### src/rtl/clock_display_scan.sv
// Six-digit common-anode seven-segment scanner for the seconds/minutes/hours
// counters. Snapshots the counter values on iUpdate, splits each into two BCD
// digits, scans one digit per prescaler tick with a blanking window at the
// start of every slot, and drives field blink plus a blinking colon.
//
// State table (scan slot FSM):
//   state      | meaning
//   SLOT_SEC_U | seconds units on oDigit[0]
//   SLOT_SEC_T | seconds tens on oDigit[1]
//   SLOT_MIN_U | minutes units on oDigit[2], colon dot lit in blink phase 0
//   SLOT_MIN_T | minutes tens on oDigit[3]
//   SLOT_HR_U  | hours units on oDigit[4], colon dot lit in blink phase 0
//   SLOT_HR_T  | hours tens on oDigit[5], optionally blanked when zero
module clock_display_scan #(
    parameter int CLK_HZ      = 50_000_000,
    parameter int SCAN_HZ     = 1000,
    parameter int DEAD_CYC    = 16,
    parameter int BLINK_TICKS = 250,
    parameter int HR_LZB      = 1
) (
    input  logic       iClk,
    input  logic       iRst,
    input  logic [5:0] iSec,
    input  logic [5:0] iMin,
    input  logic [4:0] iHour,
    input  logic       iUpdate,
    input  logic [2:0] iBlinkMask,
    output logic [6:0] oSeg,
    output logic       oDp,
    output logic [5:0] oDigit
);

    localparam int DIV = CLK_HZ / SCAN_HZ;
    localparam int PW  = (DIV > 1) ? $clog2(DIV) : 1;
    localparam int BW  = (BLINK_TICKS > 1) ? $clog2(BLINK_TICKS) : 1;

    localparam logic [PW-1:0] PRE_LAST   = PW'(DIV - 1);
    localparam logic [PW-1:0] DEAD_LIM   = PW'(DEAD_CYC);
    localparam logic [BW-1:0] BLINK_LAST = BW'(BLINK_TICKS - 1);

    localparam logic [6:0] SEG_OFF   = 7'h7F;
    localparam logic [5:0] DIGIT_OFF = 6'h3F;

    generate
        if (DIV < 2) begin : gDivCheck
            $error("clock_display_scan: CLK_HZ/SCAN_HZ must be at least 2");
        end
        if (DEAD_CYC >= DIV) begin : gDeadCheck
            $error("clock_display_scan: DEAD_CYC must be less than CLK_HZ/SCAN_HZ");
        end
    endgenerate

    typedef enum logic [2:0] {
        SLOT_SEC_U = 3'd0,
        SLOT_SEC_T = 3'd1,
        SLOT_MIN_U = 3'd2,
        SLOT_MIN_T = 3'd3,
        SLOT_HR_U  = 3'd4,
        SLOT_HR_T  = 3'd5
    } slotState_t;

    // Tens digit of a 0..63 value by compare chain; no divider needed.
    function automatic logic [2:0] tensOf(input logic [5:0] v);
        logic [2:0] t;
        if (v >= 6'd60)      t = 3'd6;
        else if (v >= 6'd50) t = 3'd5;
        else if (v >= 6'd40) t = 3'd4;
        else if (v >= 6'd30) t = 3'd3;
        else if (v >= 6'd20) t = 3'd2;
        else if (v >= 6'd10) t = 3'd1;
        else                 t = 3'd0;
        return t;
    endfunction

    function automatic logic [3:0] unitsOf(input logic [5:0] v);
        return 4'(v - 6'(tensOf(v)) * 6'd10);
    endfunction

    // Active-low {g,f,e,d,c,b,a}; anything that is not a decimal digit is dark.
    function automatic logic [6:0] segOf(input logic [3:0] d);
        logic [6:0] s;
        case (d)
            4'd0:    s = 7'h40;
            4'd1:    s = 7'h79;
            4'd2:    s = 7'h24;
            4'd3:    s = 7'h30;
            4'd4:    s = 7'h19;
            4'd5:    s = 7'h12;
            4'd6:    s = 7'h02;
            4'd7:    s = 7'h78;
            4'd8:    s = 7'h00;
            4'd9:    s = 7'h10;
            default: s = 7'h7F;
        endcase
        return s;
    endfunction

    logic [PW-1:0] prescaler;
    logic          tick;
    logic          dead;
    logic [BW-1:0] blinkCnt;
    logic          phase;

    logic [5:0]    snapSec;
    logic [5:0]    snapMin;
    logic [4:0]    snapHour;
    logic [5:0]    hour6;

    slotState_t    slot;
    slotState_t    slotNext;

    logic [3:0]    digitVal;
    logic [5:0]    digitNext;
    logic          fieldBlink;
    logic          lzbBlank;
    logic          blankNext;
    logic          dpNext;

    assign tick  = (prescaler == PRE_LAST);
    assign dead  = (prescaler < DEAD_LIM);
    assign hour6 = {1'b0, snapHour};

    // Slot-rate prescaler, free running from reset.
    always_ff @(posedge iClk or negedge iRst) begin
        if (!iRst) begin
            prescaler <= '0;
        end else if (tick) begin
            prescaler <= '0;
        end else begin
            prescaler <= prescaler + 1'b1;
        end
    end

    // Blink phase toggles every BLINK_TICKS scan ticks.
    always_ff @(posedge iClk or negedge iRst) begin
        if (!iRst) begin
            blinkCnt <= '0;
            phase    <= 1'b0;
        end else if (tick) begin
            if (blinkCnt == BLINK_LAST) begin
                blinkCnt <= '0;
                phase    <= ~phase;
            end else begin
                blinkCnt <= blinkCnt + 1'b1;
            end
        end
    end

    // Snapshot of the time counters; the display only ever reads these.
    always_ff @(posedge iClk or negedge iRst) begin
        if (!iRst) begin
            snapSec  <= '0;
            snapMin  <= '0;
            snapHour <= '0;
        end else if (iUpdate) begin
            snapSec  <= iSec;
            snapMin  <= iMin;
            snapHour <= iHour;
        end
    end

    // Scan slot state register.
    always_ff @(posedge iClk or negedge iRst) begin
        if (!iRst) begin
            slot <= SLOT_SEC_U;
        end else begin
            slot <= slotNext;
        end
    end

    // Slot advance on tick, plus the digit, enable and dot for the current slot.
    always_comb begin
        slotNext   = slot;
        digitVal   = 4'd0;
        digitNext  = DIGIT_OFF;
        fieldBlink = 1'b0;
        lzbBlank   = 1'b0;
        dpNext     = 1'b1;
        case (slot)
            SLOT_SEC_U: begin
                if (tick) slotNext = SLOT_SEC_T;
                digitVal   = unitsOf(snapSec);
                digitNext  = 6'b111110;
                fieldBlink = iBlinkMask[0];
            end
            SLOT_SEC_T: begin
                if (tick) slotNext = SLOT_MIN_U;
                digitVal   = {1'b0, tensOf(snapSec)};
                digitNext  = 6'b111101;
                fieldBlink = iBlinkMask[0];
            end
            SLOT_MIN_U: begin
                if (tick) slotNext = SLOT_MIN_T;
                digitVal   = unitsOf(snapMin);
                digitNext  = 6'b111011;
                fieldBlink = iBlinkMask[1];
                dpNext     = phase;
            end
            SLOT_MIN_T: begin
                if (tick) slotNext = SLOT_HR_U;
                digitVal   = {1'b0, tensOf(snapMin)};
                digitNext  = 6'b110111;
                fieldBlink = iBlinkMask[1];
            end
            SLOT_HR_U: begin
                if (tick) slotNext = SLOT_HR_T;
                digitVal   = unitsOf(hour6);
                digitNext  = 6'b101111;
                fieldBlink = iBlinkMask[2];
                dpNext     = phase;
            end
            SLOT_HR_T: begin
                if (tick) slotNext = SLOT_SEC_U;
                digitVal   = {1'b0, tensOf(hour6)};
                digitNext  = 6'b011111;
                fieldBlink = iBlinkMask[2];
                lzbBlank   = (HR_LZB != 0) && (tensOf(hour6) == 3'd0);
            end
            default: begin
                slotNext = SLOT_SEC_U;
            end
        endcase
        blankNext = (fieldBlink && phase) || lzbBlank;
    end

    // Registered drive to the display; everything dark during the dead window.
    always_ff @(posedge iClk or negedge iRst) begin
        if (!iRst) begin
            oSeg   <= SEG_OFF;
            oDp    <= 1'b1;
            oDigit <= DIGIT_OFF;
        end else if (dead) begin
            oSeg   <= SEG_OFF;
            oDp    <= 1'b1;
            oDigit <= DIGIT_OFF;
        end else begin
            oSeg   <= blankNext ? SEG_OFF : segOf(digitVal);
            oDp    <= dpNext;
            oDigit <= digitNext;
        end
    end

endmodule

### config.mk
export PLATFORM = sky130hd
export DESIGN_NAME = clock_display_scan
export DESIGN_NICKNAME = d
export VERILOG_FILES = /design/src/rtl/clock_display_scan.sv
export SDC_FILE = /design/constraint.sdc
export NUM_CORES = 1
export LEC_CHECK = 0
export CAP_MARGIN = 30
export CORE_MARGIN = 5
export CORE_UTILIZATION = 61
export DETAILED_ROUTE_END_ITERATION = 12
export PLACE_DENSITY_LB_ADDON = 0.08
export SLEW_MARGIN = 20
export SYNTH_ARGS = -nofsm -noshare
export SYNTH_HDL_FRONTEND = slang
export SYNTH_SLANG_ARGS = --single-unit
export TNS_END_PERCENT = 50
### constraint.sdc
create_clock -name iClk -period 4.9 [get_ports iClk]
set_input_delay 0.98 -clock iClk [delete_from_list [all_inputs] [get_ports iClk]]
set_output_delay 0.98 -clock iClk [all_outputs]
set_load 0.005 [all_outputs]
Word-level counts from Yosys, hierarchy flattened --
Memories as Yosys holds them, arrays and structs flattened. Cells that the tools add are included.
Storage, ports and cells: register bits after elaboration 59, ROM bits 112, input port bits 23, output and inout port bits 14, logic and storage cells 102, memories kept 1
Memory list:
- (no name shown) | words 16, width 7, read ports 1, clocked after Yosys merged registers in 0, wr ports 0, line 82 | case (d)
Operators by class: add/subtract/negate cells 5, $mul 3, $lt $le $gt $ge 19, eq/ne operators 13, mux-type cells 40, bitwise logic cells 1, reductions and logical operators 10
Operators by type and width (count):
- 2-to-1 mux 3 bit | 24
- >= comparator 6 bit, second input constant | 6
- one-hot mux 6 bit (6 select lines) | 1
- >= comparator 6 x 5 -> 1 bit, second input constant | 4
- one-hot mux 4 bit (6 select lines) | 1
- >= comparator 5 x 6 -> 1 bit, second input constant | 3
- one-hot mux 3 bit (6 select lines) | 1
- adder 16 x 1 -> 16 bit, second input constant | 1
- equality test 16 bit, second input constant | 1
- < comparator 16 x 5 -> 1 bit, second input constant | 1
- 2-to-1 mux 16 bit | 1
- 2-to-1 mux 7 bit | 2
- >= comparator 6 x 4 -> 1 bit, second input constant | 2
- inequality test 2 bit, second input constant | 6
- subtractor 4 bit | 3
- >= comparator 5 bit, second input constant | 2
- multiplier 3 x 3 -> 3 bit, second input constant | 3
- adder 8 x 1 -> 8 bit, second input constant | 1
- equality test 8 bit, second input constant | 1
- 2-to-1 mux 8 bit | 1
- OR reduction 2 bit | 4
- equality test 3 x 2 -> 1 bit, second input constant | 2
- equality test 3 bit, second input constant | 2
- zero test 3 bit | 2
- other kinds (11) | 16

Logic depth before layout (Yosys ltp) --
An unclocked memory read counts as a cell.
depth after elaboration 14, depth in mapped cells 13, depth with buffers taken out 13

Worst setup path before layout --
Ideal clock, no wire load.
kind register to register, from reg snapMin[2], to reg oSeg[0], library setup time 80 ps, arrival 2621 ps, data required time 4820 ps, setup slack 2198 ps, cell stages (with the launch flop) 13, path buffers 1, period minus slack after synthesis 2702 ps, cells stage by stage dfrtp_1 buf_2 nand2b_1 or3_1 nand3_1 nor2_1 fa_1 nor2_1 o21ai_0 a32o_1 o211a_1 o21ai_1 o221a_2
Between the ends: word-level cells in the longest chain between the ends 14, elaborated cells on any way between the ends 19, those cells by class add/sub: 1; mul: 1; order compare: 6; mux: 10; memory: 1
RTL lines:
- start: declaration | line 105 | logic [5:0] snapMin;
- start signal: assignment | line 157 | snapMin <= iMin;
- >= comparator 6 x 4 -> 1 bit | line 70 | else if (v >= 6'd10) t = 3'd1;
- 2-to-1 mux 1 bit | line 70
- 2-to-1 mux 3 bit | line 69 | else if (v >= 6'd20) t = 3'd2;
- 2-to-1 mux 3 bit | line 68 | else if (v >= 6'd30) t = 3'd3;
- 2-to-1 mux 3 bit | line 67 | else if (v >= 6'd40) t = 3'd4;
- 2-to-1 mux 3 bit | line 66 | else if (v >= 6'd50) t = 3'd5;
- 2-to-1 mux 3 bit | line 65 | if (v >= 6'd60) t = 3'd6;
- 2-to-1 mux 3 bit | line 179 | case (slot)
- multiplier 3 x 3 -> 3 bit | line 76 | return 4'(v - 6'(tensOf(v)) * 6'd10);
- subtractor 4 bit | line 76
- one-hot mux 4 bit (6 select lines) * | line 179
- memory read (16 x 7 bit) *
- 2-to-1 mux 7 bit * | line 237 | oSeg <= blankNext ? SEG_OFF : segOf(digitVal);
- 2-to-1 mux 7 bit * | line 232 | end else if (dead) begin
- end signal: assignment | line 237
- end: declaration | line 28 | output logic [6:0] oSeg,
Every way passes the cells marked *; elsewhere a longest branch is shown, timed or not. The select of a mux whose other input is x is not followed. A chain may end at the register's enable or synchronous reset.

Final worst setup path --
from reg snapMin[2], to reg oSeg[3]
Same word-level chain as after synthesis.

==> flow_metrics.py <==
metrics = {
    "timing": {
        "period_minus_slack_ns": 3.04,
        "setup_viol_count_final": 0,
        "fin_crit_sh": 0.620,
        "clock.fmax_mhz": 329,
        "finalHoldViolCount": 0,
        "fin_hold_ws_ns": 0.490,
        "setup_ws_ns": 1.86,
        "fin_setup_tns_ns": 0,
        "slew-limit-headroom": 0.405,
        "skew_ns": 0.00939,
        "rsz0062_at_grt": "false",
        "tightest_slew_ns": 0.886,
        "drv_slew": 0,
    },
    "cells_and_area": {
        "antenna_cells": 0,
        "layout.cells.non_filler": 456,
        "finalNetCount": 418,
        "areaGrowthSynthToFinish_pct": 17.8,
        "fillers": 421,
        "drive_gt1_frac": 0.128,
    },
    "worst_hold_path": {
        "hp-start": "blinkCnt[7]",
        "hold_path_class": "flip-flop to flip-flop",
        "hold_path_end": "blinkCnt[7]",
        "whs_path_depth": 1,
    },
    "global_route": {
        "grt_pass1_vias": 2737,
        "antenna_found_initial": 0,
        "grt_max_degree": 60,
        "grt_pass1_wl_um": 12700,
        "overflow": 0,
        "grt_usage": 0.222,
    },
    "yosys": {
        "syn_area_um2": 3390,
        "syn_area_per_cell_um2": 9.84,
        "synthDistinctLibCells": 61,
        "yosys_register_bits": 59,
        "syn_inst": 345,
        "synth_fp_nets": 384,
        "async_flop_share": 1.00,
        "synth_edf_count": 0,
        "synthFlopType": "dfrtp_1",
        "ys_warn_count": 0,
        "yosysSeqAreaShare": 0.440,
    },
    "placed_design": {
        "placedCellCount": 440,
        "hpwl_um": 5190,
        "pre_cts_slack_ns": 1.99,
        "port-buffer-count": 36,
        "gp_congestion": 0.891,
    },
    "die": {
        "start_util": 0.620,
        "die_y_um": 84.6,
        "die_area_um2": 7160,
        "pin_count": 37,
        "num_rows": 27,
        "coreArea_um2": 5470,
        "fp.dieW_um": 84.6,
    },
    "worst_setup_path": {
        "worstSetupPathType": "flip-flop to flip-flop",
        "r2r-end": "oSeg[3]",
        "crit_path_end_kind": "flip-flop",
        "crit_arrival_ns": 3.30,
        "r2r_start": "snapMin[2]",
        "path_max_fanout": 8,
        "crit_required_ns": 5.17,
        "reg2reg_depth": 11,
        "r2r_setup_slack_ns": 1.86,
        "worst_setup_path_start_kind": "flip-flop",
    },
    "clocking": {
        "insertion_delay_ns": 0.35,
        "cts.repair.resized": 0,
        "post-cts-setup-buffer-count": 0,
        "cts_tree": "yes",
        "hold_buffers": 0,
        "cts_buffers": 9,
        "cts_max_level": 3,
        "cts-root-buf": "clkbuf_8",
        "cts_sinks": 59,
        "cts.path.max_buffers": 2,
        "clk_pin_slew_ns": 0.06,
    },
    "routing": {
        "viasPerCell": 6.12,
        "wire_per_inst_um": 16.2,
        "vias": 2791,
        "drcViolationCount": 0,
        "drt-total-wl_um": 7410,
        "antenna_left": 0,
        "dr.pass1.iters": 5,
        "drtIter0Drc": 127,
    },
    "power": {
        "cellLeakagePower_nw": 1.70,
        "peakVddDrop_v": 0.000224,
        "power.density_nw_per_um2": 348,
    },
    "status": {
        "status": "complete, no violations",
    },
    "job": {
        "maxCapViolCount": 0,
    },
}
[synth_stat cells, drive strengths merged, types with 6 or more instances]
library cell	n	area, um^2
clkbuf	6	22.5
nor4	8	65.1
xor2	10	87.6
o21ai	24	120
nor2	26	97.6
and3	7	43.8
nand2b	9	56.3
a21oi	6	30.0
dfrtp	45	1130
dfstp	14	368
xnor2	10	87.6
nand2	36	135
mux2	11	124
inv	13	48.8
ha	13	163
nand4	9	62.6
nand3	16	80.1
buf	8	48.8
nor3	8	40.0
[metrics by stage]
step	utilization	instance area, um^2	total power [mW]
finish	0.731	4000	1.39
global route	0.731	4000	1.46
CTS	0.731	4000	1.39
detailed placement	0.690	3780	0.895
global placement	0.690	3780	0.882
floorplan	-	3390	0.769
[cell usage in the layout, fill, tap and decap left out, drive strengths merged, types with 10 or more instances in the layout]
cell type,n
dfstp,14
inv,13
mux2,11
o21ai,24
clkdlybuf4s50,35
dfrtp,45
xnor2,10
xor2,10
clkbuf,14
nand2,36
nand3,16
nor2,26
ha,13
[kinds of logic (layout without fill, tap and decap cells)]
family,count (synthesis),in the layout,share of synthesized area
adders and majority gates,16,16,0.0656
AOI/OAI and AO/OA,69,69,0.147
xor gates and xnor gates,20,20,0.0516
DFF,59,59,0.440
buffers and inverters,28,67,0.0365
and+or+nand+nor,138,138,0.211
muxes,15,15,0.0483
[area by class of cell]
class | count | area [um^2] | share of cell area
clock buffer | 14 | 163 | 0.0407
clock inverter | 2 | 60.1 | 0.0150
inverter | 14 | 52.6 | 0.0131
multi-input combinational | 258 | 1780 | 0.444
sequential | 59 | 1490 | 0.374
tap | 72 | 90.1 | 0.0225
timing repair buffer | 37 | 363 | 0.0907
[worst max-delay path, cell delays in order, from the launching register on]
cell      delay, ns
dfrtp_1        0.46
nand2b_1       0.20
or3_1          0.37
nand3_1        0.15
nor2_1         0.08
fa_1           0.49
nor2_1         0.04
o21ai_0        0.24
a32o_1         0.33
o211a_1        0.23
o21ai_1        0.08
o221a_2        0.30
[where the power goes]
part / switching [mW] / internal (mW) / leakage, nW / total (mW)
Clock: 0.182 / 0.315 / 0.111 / 0.497
Sequential: 0.0303 / 0.549 / 0.725 / 0.579
Combinational: 0.148 / 0.167 / 0.863 / 0.315
[state kept, by name (all words and copies together) (netlist names)]
signal,cells
oDp,1
oSeg,7
snapSec,6
snapHour,5
blinkCnt,8
oDigit,6
snapMin,6
prescaler,16
phase,1
slot,3
[layer usage]
| layer | GRT usage | vias to the layer above | share of wire |
|---|---|---|---|
| met2 | 0.391 | 99 | 0.51 |
| met4 | 0.114 | 0 | 0.028 |
| met1 | 0.254 | 1355 | 0.41 |
| met3 | 0.0451 | 23 | 0.046 |
| met5 | 0 | - | 0 |
| li1 | - | 1314 | - |
[worst max path at each step]
stage	from	slack, ns	depth (start not counted)	end
global placement	snapSec[4]	2.09	11	oSeg[0]
floorplan	snapMin[2]	2.20	12	oSeg[0]
CTS	snapMin[2]	1.96	11	oSeg[3]
finish	snapMin[2]	1.86	11	oSeg[3]
detailed placement	snapMin[2]	1.99	11	oSeg[3]
global route	slot[1]	1.72	7	oSeg[3]
(Power assumes the default switching activity.)
